$ cat src/rtl/imem_loader_pkg.sv
// Shared definitions for the instruction-memory loader: default geometry and
// the 3-bit FSM state encoding.
package imem_loader_pkg;

  localparam int ADDR_W_DEF = 4;
  localparam int DATA_W_DEF = 16;
  localparam int DEPTH_DEF  = 16;

  typedef enum logic [2:0] {
    ST_IDLE  = 3'd0,
    ST_COUNT = 3'd1,
    ST_HI    = 3'd2,
    ST_LO    = 3'd3,
    ST_CHECK = 3'd4,
    ST_DONE  = 3'd5,
    ST_ERR   = 3'd6
  } state_e;

  function automatic logic accepts_bytes(input state_e s);
    return (s == ST_COUNT) || (s == ST_HI) || (s == ST_LO) || (s == ST_CHECK);
  endfunction

  // The core stays stalled after a failed load so it never runs a partial image.
  function automatic logic holds_cpu(input state_e s);
    return accepts_bytes(s) || (s == ST_ERR);
  endfunction

endpackage

$ cat src/rtl/imem_loader.sv
// Byte-stream program loader: assembles 16-bit words, writes them to the
// instruction RAM at consecutive addresses and verifies an XOR checksum.
//
// state | meaning
// IDLE  | waiting for start, core released
// COUNT | expecting word count N
// HI    | expecting high byte of next word
// LO    | expecting low byte, issues the write
// CHECK | expecting checksum byte
// DONE  | load good, core released
// ERR   | bad count or checksum, core held
module imem_loader
  import imem_loader_pkg::*;
#(
  parameter int ADDR_W = ADDR_W_DEF,
  parameter int DATA_W = DATA_W_DEF,
  parameter int DEPTH  = DEPTH_DEF
) (
  input  logic              clk,
  input  logic              rst_n,
  input  logic              start,
  input  logic [7:0]        in_data,
  input  logic              in_valid,
  output logic              in_ready,
  output logic              mem_we,
  output logic [ADDR_W-1:0] mem_addr,
  output logic [DATA_W-1:0] mem_wdata,
  output logic              cpu_hold,
  output logic              load_done,
  output logic              load_err
);

  localparam int         IDX_W   = ADDR_W + 1;
  localparam logic [7:0] DEPTH_B = 8'(DEPTH);

  state_e             state_q, state_d;
  logic [IDX_W-1:0]   n_q, n_d;
  logic [IDX_W-1:0]   idx_q, idx_d;
  logic [7:0]         hi_q, hi_d;
  logic [7:0]         acc_q, acc_d;

  logic               in_ready_q, mem_we_q, cpu_hold_q, load_done_q, load_err_q;
  logic               mem_we_d;
  logic [ADDR_W-1:0]  mem_addr_q, mem_addr_d;
  logic [DATA_W-1:0]  mem_wdata_q, mem_wdata_d;

  logic               take;

  assign take = in_valid & in_ready_q;

  always_comb begin
    state_d     = state_q;
    n_d         = n_q;
    idx_d       = idx_q;
    hi_d        = hi_q;
    acc_d       = acc_q;
    mem_we_d    = 1'b0;
    mem_addr_d  = mem_addr_q;
    mem_wdata_d = mem_wdata_q;

    unique case (state_q)
      ST_IDLE, ST_DONE, ST_ERR: begin
        if (start) begin
          state_d = ST_COUNT;
          idx_d   = '0;
          acc_d   = '0;
        end
      end
      ST_COUNT: begin
        if (take) begin
          if ((in_data == 8'd0) || (in_data > DEPTH_B)) begin
            state_d = ST_ERR;
          end else begin
            n_d     = in_data[IDX_W-1:0];
            state_d = ST_HI;
          end
        end
      end
      ST_HI: begin
        if (take) begin
          hi_d    = in_data;
          acc_d   = acc_q ^ in_data;
          state_d = ST_LO;
        end
      end
      ST_LO: begin
        if (take) begin
          acc_d       = acc_q ^ in_data;
          mem_we_d    = 1'b1;
          mem_addr_d  = idx_q[ADDR_W-1:0];
          mem_wdata_d = DATA_W'({hi_q, in_data});
          // Index is one bit wider than the address so N == DEPTH ends cleanly.
          idx_d       = idx_q + 1'b1;
          state_d     = (idx_d == n_q) ? ST_CHECK : ST_HI;
        end
      end
      ST_CHECK: begin
        if (take) begin
          state_d = (in_data == acc_q) ? ST_DONE : ST_ERR;
        end
      end
      default: state_d = ST_IDLE;
    endcase
  end

  always_ff @(posedge clk or negedge rst_n) begin
    if (!rst_n) begin
      state_q     <= ST_IDLE;
      n_q         <= '0;
      idx_q       <= '0;
      hi_q        <= '0;
      acc_q       <= '0;
      in_ready_q  <= 1'b0;
      mem_we_q    <= 1'b0;
      mem_addr_q  <= '0;
      mem_wdata_q <= '0;
      cpu_hold_q  <= 1'b0;
      load_done_q <= 1'b0;
      load_err_q  <= 1'b0;
    end else begin
      state_q     <= state_d;
      n_q         <= n_d;
      idx_q       <= idx_d;
      hi_q        <= hi_d;
      acc_q       <= acc_d;
      in_ready_q  <= accepts_bytes(state_d);
      mem_we_q    <= mem_we_d;
      mem_addr_q  <= mem_addr_d;
      mem_wdata_q <= mem_wdata_d;
      cpu_hold_q  <= holds_cpu(state_d);
      load_done_q <= (state_d == ST_DONE);
      load_err_q  <= (state_d == ST_ERR);
    end
  end

  assign in_ready  = in_ready_q;
  assign mem_we    = mem_we_q;
  assign mem_addr  = mem_addr_q;
  assign mem_wdata = mem_wdata_q;
  assign cpu_hold  = cpu_hold_q;
  assign load_done = load_done_q;
  assign load_err  = load_err_q;

endmodule

$ cat config.mk
export PLATFORM = sky130hd
export DESIGN_NAME = imem_loader
export DESIGN_NICKNAME = d
export VERILOG_FILES = /design/src/rtl/imem_loader_pkg.sv /design/src/rtl/imem_loader.sv
export SDC_FILE = /design/constraint.sdc
export NUM_CORES = 1
export LEC_CHECK = 0
export CORE_UTILIZATION = 58
export DETAILED_ROUTE_END_ITERATION = 16
export HOLD_SLACK_MARGIN = 0.02
export PLACE_DENSITY_LB_ADDON = 0.05
export SLEW_MARGIN = 5
export SYNTH_ARGS = -nofsm -noshare
export SYNTH_HDL_FRONTEND = slang
export SYNTH_SLANG_ARGS = --single-unit
export TNS_END_PERCENT = 20
$ cat constraint.sdc
create_clock -name clk -period 5.45 [get_ports clk]
set_clock_uncertainty 0.05 [all_clocks]
set_input_delay 1.635 -clock clk [delete_from_list [all_inputs] [get_ports clk]]
set_output_delay 1.635 -clock clk [all_outputs]
set_load 0.005 [all_outputs]
==> Word-level counts from Yosys, hierarchy flattened <==
Cells that the tools add are included.
{ "classes": {"reduce_logical": 16, "muxes": 17, "addsub": 1, "order_cmp": 1, "bitwise_logic": 3, "eq_ne": 17} }
{ "ops": {"columns": ["op", "n"], "rows": [
  ["$mux W3", 7],
  ["$eq A3 B3 Y1 const B", 6],
  ["$mux W8", 2],
  ["$pmux W8 S2", 1],
  ["$pmux W3 S5", 1],
  ["$eq A3 B2 Y1 const B", 4],
  ["$mux W5", 2],
  ["$pmux W5 S2", 1],
  ["$reduce_and A3 Y1", 3],
  ["$eq A8 B8 Y1", 1],
  ["$gt A8 B5 Y1 const B", 1],
  ["$logic_not A8 Y1", 1],
  ["$xor A8 B8 Y8", 1],
  ["$eq A3 B1 Y1 const B", 2],
  ["$add A5 B1 Y5 const B", 1],
  ["$eq A5 B5 Y1", 1],
  ["$logic_or A1 B1 Y1", 5],
  ["$ne A2 B2 Y1 const B", 2],
  ["$reduce_and A2 Y1", 2],
  ["$reduce_bool A2 Y1", 2],
  ["$logic_not A3 Y1", 1],
  ["$reduce_or A3 Y1", 1],
  ["$mux W1", 2],
  ["$mux W2", 1],
  ["4 further kinds", 4]
]} }
{ "word_totals": {"register_bits": 54, "output_inout_bits": 25, "in_bits": 12, "elab_cells": 67} }

==> Longest topological paths before layout <==
Gate-level depths: netlist of run 1.
{ "depth": {"depth_word": 10, "depth_mapped": 7} }

==> Least setup slack after synthesis of run 1 <==
No wires, ideal clock.
{ "synth_path": {"path_type": "in2reg", "from": "input port in_data[3]", "to": "register n_q[0]", "path_stages": 5, "required_ns": 5.272, "path_slack_ns": 2.540, "t_arrival_ns": 2.732, "cell_sequence": "nor4_1 xor2_1 nor4_1 nand2_1 mux2_1"} }
{ "synth_via": {"elab_chain_cells": 4, "elab_cells_between_ends": 5, "cone_classes": "1 x order compare; 1 x bitwise; 3 x reduce/logical"} }
{ "synth_lines": {"columns": ["item", "line", "source"], "rows": [
  ["from (decl)", "imem_loader.sv:22", "input logic [7:0] in_data,"],
  ["$gt A8 B5 Y1 / $logic_not A8 Y1 (equally long branches)", "imem_loader.sv:71", "if ((in_data == 8'd0) || (in_data > DEPTH_B)) begin"],
  ["$logic_or A1 B1 Y1 (*)", "imem_loader.sv:71", null],
  ["$not A1 Y1 (no line) (*)", null, null],
  ["$reduce_and A3 Y1 (no line) (*)", null, null],
  ["to (signal assigned)", "imem_loader.sv:122", "n_q <= n_d;"],
  ["to (decl)", "imem_loader.sv:37", "logic [IDX_W-1:0] n_q, n_d;"]
]} }
Every way passes the cells marked *; elsewhere a longest branch is shown, timed or not.
A chain may end at the register's enable or synchronous reset.

==> Worst setup path in the final report of run 1 <==
{ "layout_path": {"from": "input port in_data[5]", "to": "register in_ready_q, in the netlist in_ready"} }
{ "layout_via": {"elab_chain_cells": 9, "elab_cells_between_ends": 16, "cone_classes": "1 x order compare; 5 x eq/ne; 5 x mux; 5 x reduce/logical"} }
{ "layout_lines": {"columns": ["item", "line", "source"], "rows": [
  ["$gt A8 B5 Y1 / $logic_not A8 Y1 (equally long branches)", "imem_loader.sv:71", null],
  ["$logic_or A1 B1 Y1", "imem_loader.sv:71", null],
  ["$mux W3", "imem_loader.sv:71", null],
  ["$mux W3", "imem_loader.sv:70", "if (take) begin"],
  ["$pmux W3 S5 (*)", "imem_loader.sv:61", "unique case (state_q)"],
  ["$eq A3 B1 Y1 / $eq A3 B2 Y1 (equally long branches)", "imem_loader_pkg.sv:20", "return (s == ST_COUNT) || (s == ST_HI) || (s == ST_LO) || (s == ST_CHECK);"],
  ["$logic_or A1 B1 Y1 (2 in a row)", "imem_loader_pkg.sv:20", null],
  ["$logic_or A1 B1 Y1 (*)", "imem_loader_pkg.sv:20", null],
  ["to (signal assigned)", "imem_loader.sv:126", "in_ready_q <= accepts_bytes(state_d);"],
  ["to (decl)", "imem_loader.sv:42", "logic in_ready_q, mem_we_q, cpu_hold_q, load_done_q, load_err_q;"]
]} }
Marks and branches as above.

==> results of run 1 <==
-- layout by cell type, fill, tap and decap left out, types with 2 or more instances in the layout --
cell and instances:
clkbuf_8 5, clkinvlp_4 2, mux2_1 31, nor2_1 12, xor2_1 11, o21ai_1 21
a21oi_1 3, nor3_1 2, clkdlybuf4s50_1 35, nor3b_1 2, and3_1 2, o21ai_0 4
xnor2_1 5, nand2_1 17, inv_2 2, nor4_1 3, o211ai_2 2, dfrtp_1 54
a21oi_2 3, mux2_2 2
-- state kept, by name (all words and copies together) (netlist names), 3 cells and up --
signal / flops
mem_addr: 4
hi_q: 8
acc_q: 8
n_q: 5
state_q: 3
mem_wdata: 16
idx_q: 5
-- worst reg2reg max path: stages, from the launching register on --
cell      delay (ns)
dfrtp_1         0.45
ha_1            0.30
and3_1          0.20
a311oi_1        0.40
o311ai_2        0.25
o211ai_2        0.22
nand4b_1        0.16
xor2_1          0.18
-- layer usage --
layer  global-route usage  vias up  wire, um  part of all wire
li1                     -      828         -                 -
met1                0.313      878      2160              0.44
met2                0.406       42      2520              0.52
met3               0.0543        4       159             0.033
met4               0.0469        0        31            0.0064
met5                    0        -         0                 0
-- power breakdown --
| group | internal (mW) | leakage (nW) | switching (mW) |
|---|---|---|---|
| combinational | 0.336 | 0.608 | 0.262 |
| clock | 0.137 | 0.0504 | 0.126 |
| sequential | 0.555 | 0.694 | 0.117 |
-- kinds of logic after synthesis --
family,share of synthesized area
flops,0.527
mux,0.149
xor+xnor,0.0634
buf+inv,0.0210
fa+ha+maj,0.00487
simple gates,0.124
compound gates,0.111
-- worst paths after layout --
check / startpoint / end
worst max-delay path: in_data[5] / in_ready
worst min-delay path: hi_q[2] / mem_wdata[10]
worst max register to register: idx_q[0] / in_ready
worst min register to register: hi_q[2] / mem_wdata[10]
max in group asynchronous: rst_n / idx_q[1]
min in group asynchronous: rst_n / hi_q[5]
-- area by class of cell --
class,instances,area (um2)
well taps,50,62.6
fillers,278,1060
clock buffers,5,68.8
repair buffers,36,358
flip-flops and latches,54,1350
clock inverters,3,45.0
inverters,3,11.3
multi-input cells,149,1160
-- metrics by stage --
stage / cells / instance area, um2 / utilization / power (mW)
after floorplan: 213 / 2570 / - / 1.02
after global placement: 292 / 2940 / 0.715 / 1.25
after detailed placement: 292 / 2940 / 0.715 / 1.28
after CTS: 300 / 3060 / 0.742 / 1.55
after global routing: 300 / 3060 / 0.743 / 1.64
final: 300 / 3060 / 0.743 / 1.53
==> summary.md, run 1 <==
| Metric | Value |
|---|---|
| Synth cell count leaders | `dfrtp_1 (54), mux2_1 (31), o21ai_1 (21)` |
| Remaining DRCs | `0` |
| Clk sinks | `54` |
| Most frequent cell after synthesis | `dfrtp_1` |
| Per-cell routed wire length | `16.2 um` |
| Row cnt | `23` |
| Final period util | `0.624` |
| Finish-stage setup viols | `0` |
| Startpoint Class | `input port` |
| MaxCap Viol Count | `0` |
| First-pass GRT wire length | `8000 um` |
| I/O pins | `37` |
| Total die area | `0.00469 mm2` |
| Area added between synthesis and finish | `19.2%` |
| Initial Util | `0.624` |
| CP top delay family | `simple AND/OR/NAND/NOR gates` |
| Final nets | `262` |
| Post-synthesis async set-or-reset flop share | `1.00` |
| Total grt overflow | `0` |
| Port bufs | `36` |
| Final min period | `3.40 ns` |
| DRT iter0 DRCs | `107` |
| Post_cts resized | `0` |
| Total detailed-routing wirelength | `4870 um` |
| CP max-delay cell | `clkdlybuf4s50_1` |
| CTS tree | `yes` |
| Critical Path, Cell by Cell | `clkdlybuf4s50_1 > xor2_1 > nor3_1 > nand4_1 > o21ai_0 > nand4b_1 > xor2_1` |
| Worst-Skew Late Latency | `0.30 ns` |
| Crit-path max FO | `7` |
| Routability congestion estimate | `0.839` |
| Max clock buf depth | `2` |
| Worst EP required | `5.58 ns` |
| Status | `finished clean` |
| CTS Buf Count | `5` |
| Clock transition at the registers of the reported paths | `0.09 ns` |
| Critical path depth | `7` |
| Synth area leaders | `dfrtp_1 (53%), mux2_1 (14%), o21ai_1 (4.1%)` |
| Antenna Nets Post-Route | `0` |
| CTS root buf | `clkbuf_8` |
| Final hold slack | `0.440 ns` |
| Netlist cell types | `51` |
| Final WS setup | `2.05 ns` |
| Measured slew at the worst slew-check pin | `0.774 ns` |
| RSZ-0062 raised after global routing | `false` |
| Cell taking the most area after synthesis | `dfrtp_1` |
| Reg2Reg Setup Slack | `3.12 ns` |
| Setup_tns | `0 ns` |
| Leakage power | `1.35 nW` |
| EDFF count, synth | `0` |
| Top-area cell type share of the netlist area | `0.527` |
| Die width | `68.5 um` |
| Post-CTS setup buffers | `0` |
| Slowest stage delay, CP | `0.59 ns` |
| Hold path depth | `1` |
| Initial antenna violation count | `0` |
| Syn_area_per_cell | `12.0 um2` |
| Core footprint | `0.00412 mm2` |
| HPWL Detailed | `3390 um` |
| Most used flip-flop cell after synthesis | `dfrtp_1` |
| Critical Path AT | `3.53 ns` |
| Normalized max-slew margin | `0.481` |
| Vias per inst | `5.84` |
| Cells after Synth | `213` |
| Ys Warns | `0` |
| Maximum clock rate | `294 MHz` |
| Layout cells sized above 1 | `0.124` |
| PwrDens | `501 mW/mm2` |
| Sequential fraction of the synthesis area | `0.527` |
| Vert. Die Dim | `68.5 um` |
| Crit path capture type | `register` |
| Hold Buf Count CTS | `0` |
| Most frequent CP cell | `xor2_1` |
| Largest net degree at the start of global routing | `55` |
| Synth Net Count | `226` |
| Worst r2r path cells | `7` |
| Synth Cell Area | `0.00257 mm2` |
| Worst slack at placement | `1.75 ns` |
| Worst Path Buf+Inv | `1` |
| Antenna Diode Count | `0` |
| Via count | `1,752` |
| CTS H-tree depth | `2` |
| Min-delay worst type | `reg -> reg` |
| Vias in the first global route | `1,665` |
| Final number of max-transition violations | `0` |
| Critical path class | `in -> reg` |
| Drt pass-1 iters | `4` |
| Peak supply drop | `0.287 mV` |
| Gr usage total | `0.239` |
| Final Hold Fails | `0` |
| #FFs+latches synth | `54` |
(Power assumes the default switching activity.)
==> run 2, diff against run 1 <==
- CORE_UTILIZATION: 58 -> 49
- clock period: 5.45 -> 2.9 ns (I/O delays scaled with it)
==> run 2 against run 1 <==
Net effect: worst setup slack worse by 1.7 ns; cell area is 2.1% higher; largest power group unchanged; register-to-register slack worse by 2.3 ns; critical path type unchanged.
==> summary.md, run 2 (synthesized netlist as in run 1, its figures left out) <==
| Metric | Value |
|---|---|
| Status | `finished clean` |
| Vert. Die Dim | `74.4 um` |
| Critical path class | `in -> reg` |
| Initial antenna violation count | `0` |
| Peak supply drop | `0.402 mV` |
| Clock power share | `0.148` |
| Sw frac | `0.335` |
| First-pass GRT wire length | `8290 um` |
| Measured slew at the worst slew-check pin | `0.673 ns` |
| MaxCap Viol Count | `0` |
| Final Hold Fails | `0` |
| Vias in the first global route | `1,761` |
| CTS H-tree depth | `2` |
| Row cnt | `25` |
| Drt pass-1 iters | `4` |
| Commonest non-fill, non-tap cells in the layout | `dfrtp_1 (54), clkdlybuf4s50_1 (35), mux2_1 (31), o21ai_1 (21), nand2_1 (17)` |
| Worst-Skew Late Latency | `0.31 ns` |
| Leakage power | `1.39 nW` |
| RSZ-0062 raised after global routing | `false` |
| Routed wl met3 | `121 um` |
| Finish-stage setup viols | `0` |
| Footprint of the multi-input gates | `0.00116 mm2` |
| Antenna Diode Count | `0` |
| Final min period | `2.56 ns` |
| Metal-1 WL | `2400 um` |
| Hold Buf Count CTS | `0` |
| I/O pins | `37` |
| Final nets | `272` |
| Largest net degree at the start of global routing | `55` |
| Routability congestion estimate | `0.804` |
| Gr usage total | `0.202` |
| Post-CTS setup buffers | `0` |
| DRT iter0 DRCs | `72` |
| Clock transition at the registers of the reported paths | `0.10 ns` |
| Clk sinks | `54` |
| Core footprint | `0.00488 mm2` |
| CP top delay family | `simple AND/OR/NAND/NOR gates` |
| Worst Path Buf+Inv | `1` |
| CTS Buf Count | `5` |
| Non-filler cells, final | `326` |
| Total grt overflow | `0` |
| Area added between synthesis and finish | `21.6%` |
| Most frequent CP cell | `nor4_1` |
| Port bufs | `36` |
| Via count | `1,770` |
| Setup_tns | `0 ns` |
| Normalized max-slew margin | `0.551` |
| Min-delay worst type | `reg -> reg` |
| Part of the power in registers | `0.453` |
| Critical Path AT | `2.71 ns` |
| P_sw | `0.933 mW` |
| Final number of max-transition violations | `0` |
| CTS root buf | `clkbuf_8` |
| PwrDens | `893 mW/mm2` |
| Per-cell routed wire length | `14.9 um` |
| Worst EP required | `3.04 ns` |
| HPWL Detailed | `3410 um` |
| Post_cts resized | `0` |
| Total die area | `0.00553 mm2` |
| Cell Int Power | `1.85 mW` |
| Final core utilization | `0.640` |
| Maximum clock rate | `390 MHz` |
| CTS tree | `yes` |
| Met2 WL | `2290 um` |
| Most common cell after layout, fill and taps aside | `dfrtp_1` |
| CP max-delay cell | `clkdlybuf4s50_1` |
| Top Layer Used | `met4` |
| Initial Util | `0.526` |
| Critical Path, Cell by Cell | `clkdlybuf4s50_1 > nor4_1 > xor2_1 > nor4_1 > nand2_1 > mux2_1` |
| Remaining DRCs | `0` |
| Crit path capture type | `register` |
| Antenna Nets Post-Route | `0` |
| Total area of sequential cells | `0.00135 mm2` |
| Crit-path max FO | `7` |
| Die width | `74.4 um` |
| Total power draw | `2.79 mW` |
| Final period util | `0.884` |
| Slowest stage delay, CP | `0.54 ns` |
| Total detailed-routing wirelength | `4870 um` |
| Max clock buf depth | `2` |
| Layout cells sized above 1 | `0.154` |
| Vias per inst | `5.43` |
| Max reg flops | `16` |
| Dpl cells | `319` |
| Startpoint Class | `input port` |
| Filler cells | `414` |
| Comb power frac | `0.399` |
-- run 2: per-layer routing --
metal,vias to the layer above,GRT usage
met3,5,0.0366
li1,851,-
met4,0,0.0692
met5,-,0
met2,29,0.323
met1,885,0.277
-- run 2: power by group through the flow --
| stage | combinational, mW | sequential (mW) | clock, mW |
|---|---|---|---|
| floorplan | 0.702 | 1.22 | 0 |
| global placement | 1.11 | 1.28 | 0 |
| detailed placement | 1.13 | 1.28 | 0 |
| CTS | 1.13 | 1.27 | 0.422 |
| global route | 1.25 | 1.31 | 0.442 |
| finish | 1.11 | 1.26 | 0.411 |
-- run 2: worst paths after layout --
kind                            start             to  slack [ns]  cells after the start
min                           hi_q[6]  mem_wdata[14]        0.44                      1
min reg2reg                   hi_q[6]  mem_wdata[14]        0.44                      1
min in group asynchronous       rst_n   mem_wdata[1]        0.62                      2
max                        in_data[2]         n_q[4]        0.34                      6
max in group asynchronous       rst_n     state_q[2]        1.73                      2
max reg2reg                  idx_q[0]       cpu_hold        0.78                      7
-- run 2: metrics by stage --
step                instance area [um2]  setup WS, ns  hold WS (ns)
floorplan                          2570         0.755         0.400
global placement                   3040         0.103         0.412
detailed placement                 3040        0.0163         0.418
CTS                                3120         0.340         0.440
global route                       3120         0.140         0.455
finish                             3120         0.337         0.438
-- run 2: layout make-up --
class                           count  area share
Timing Repair Buffer               46       0.138
Clock buffer                        5      0.0220
Multi-Input combinational cell    149       0.372
Sequential cell                    54       0.433
Tap cell                           67      0.0269
Clock inverter                      2     0.00481
Inverter                            3     0.00361
-- run 2: worst reg2reg max path, stage by stage (launching register included) --
cell and delay [ns]:
dfrtp_1 0.46, ha_1 0.36, xor2_1 0.17, a311oi_1 0.29, o311ai_2 0.20, o211ai_2 0.26
and2_2 0.20, a21oi_2 0.03
==> RTL change, RTL diff (settings of run 1) <==
`mem_wdata_q` no longer has a reset.
--- a/src/rtl/imem_loader.sv
+++ b/src/rtl/imem_loader.sv
@@ -113,7 +113,6 @@
       in_ready_q  <= 1'b0;
       mem_we_q    <= 1'b0;
       mem_addr_q  <= '0;
-      mem_wdata_q <= '0;
       cpu_hold_q  <= 1'b0;
       load_done_q <= 1'b0;
       load_err_q  <= 1'b0;
@@ -126,11 +125,14 @@
       in_ready_q  <= accepts_bytes(state_d);
       mem_we_q    <= mem_we_d;
       mem_addr_q  <= mem_addr_d;
-      mem_wdata_q <= mem_wdata_d;
       cpu_hold_q  <= holds_cpu(state_d);
       load_done_q <= (state_d == ST_DONE);
       load_err_q  <= (state_d == ST_ERR);
     end
+  end
+
+  always_ff @(posedge clk) begin
+    mem_wdata_q <= mem_wdata_d;
   end
 
   assign in_ready  = in_ready_q;
Check against the original RTL: differs if rst_n is asserted again (counterexample within 10 cycles, from zero or initial values and one cycle with rst_n low); with rst_n held inactive, the same outputs for 10 cycles.
==> RTL change against run 1 <==
Non-clock buffer count unchanged. Worst setup slack worse by 0.44 ns. Register-to-register slack worse by 0.48 ns. Total power down 8.1%. Maximum frequency down 11%. Via count down 7.1%. Critical path depth down 2. Sequential cell count unchanged. Global-route usage down 0.49 points. First-iteration DRC count up 10%. Cell area down 5.0%. Synthesized area down 5.5%. Routed wire length down 7.2%. Largest cell class unchanged. Largest power group unchanged.
==> RTL change: results <==
{
  "status": "complete, no violations",
  "seq_area_sq_mm": 0.00143,
  "nMultiInputCombCells": 132,
  "fillCellCount": 267,
  "final_nets": 245,
  "clock_area_share_pct": 3.79,
  "power.share.switching_pct": 32.6,
  "cp_slowest_cell": "inv_1",
  "holdPathStages": 0,
  "seq_area_frac_synth_pct": 59.0,
  "synth_xor_xnor_area_share_pct": 6.50,
  "met1_usage_pct": 29.4,
  "p_comb_mw": 0.476,
  "buf_share_pct": 12.2,
  "grt_use_met3_pct": 5.31,
  "clock_buffers": 6,
  "critPathTopFamily": "buffers and inverters",
  "r2r-start": "state_q[1]",
  "min_to": "mem_wdata[8]",
  "synthAdderAreaFrac_pct": 1.34,
  "place_congestion": 0.915,
  "drive_gt1_share_pct": 12.9,
  "synth-edff-count": 16,
  "r2r_slack_ns": 2.64,
  "use_met2_pct": 39.6,
  "synth_common_cells": "38 x dfrtp_1, 21 x o21ai_0, 16 x edfxtp_1",
  "r2r_cells": 4,
  "synth.distinct_cells": 45,
  "grt_pass1_vias": 1614,
  "grt_start_max_net_pins": 39,
  "synth_compound_area_share_pct": 11.2,
  "dr_wl_met3_microns": 211,
  "grt_usage_pct": 23.4,
  "ir_worst_vdd_mv": 0.338,
  "synthMuxAreaShare_pct": 9.08
}
RTL change: worst max path at each step:
stage	slack [ns]	end	start
global route	1.46	mem_wdata[3]	in_valid
finish	1.61	mem_wdata[12]	in_valid
CTS	1.63	mem_wdata[14]	in_valid
detailed placement	1.30	mem_wdata[14]	in_valid
global placement	1.44	mem_wdata[6]	in_valid
floorplan	2.28	mem_wdata[0]	in_valid
RTL change: metrics by stage:
| step | setup WS (ns) | total power [mW] | cell area (sq um) | utilization, % | std cells |
|---|---|---|---|---|---|
| CTS | 1.63 | 1.42 | 2910 | 72.6 | 283 |
| floorplan | 2.28 | 0.988 | 2430 | - | 196 |
| global placement | 1.44 | 1.13 | 2800 | 69.9 | 275 |
| detailed placement | 1.30 | 1.16 | 2800 | 69.9 | 275 |
| finish | 1.61 | 1.41 | 2910 | 72.6 | 283 |
| global route | 1.46 | 1.50 | 2910 | 72.6 | 283 |
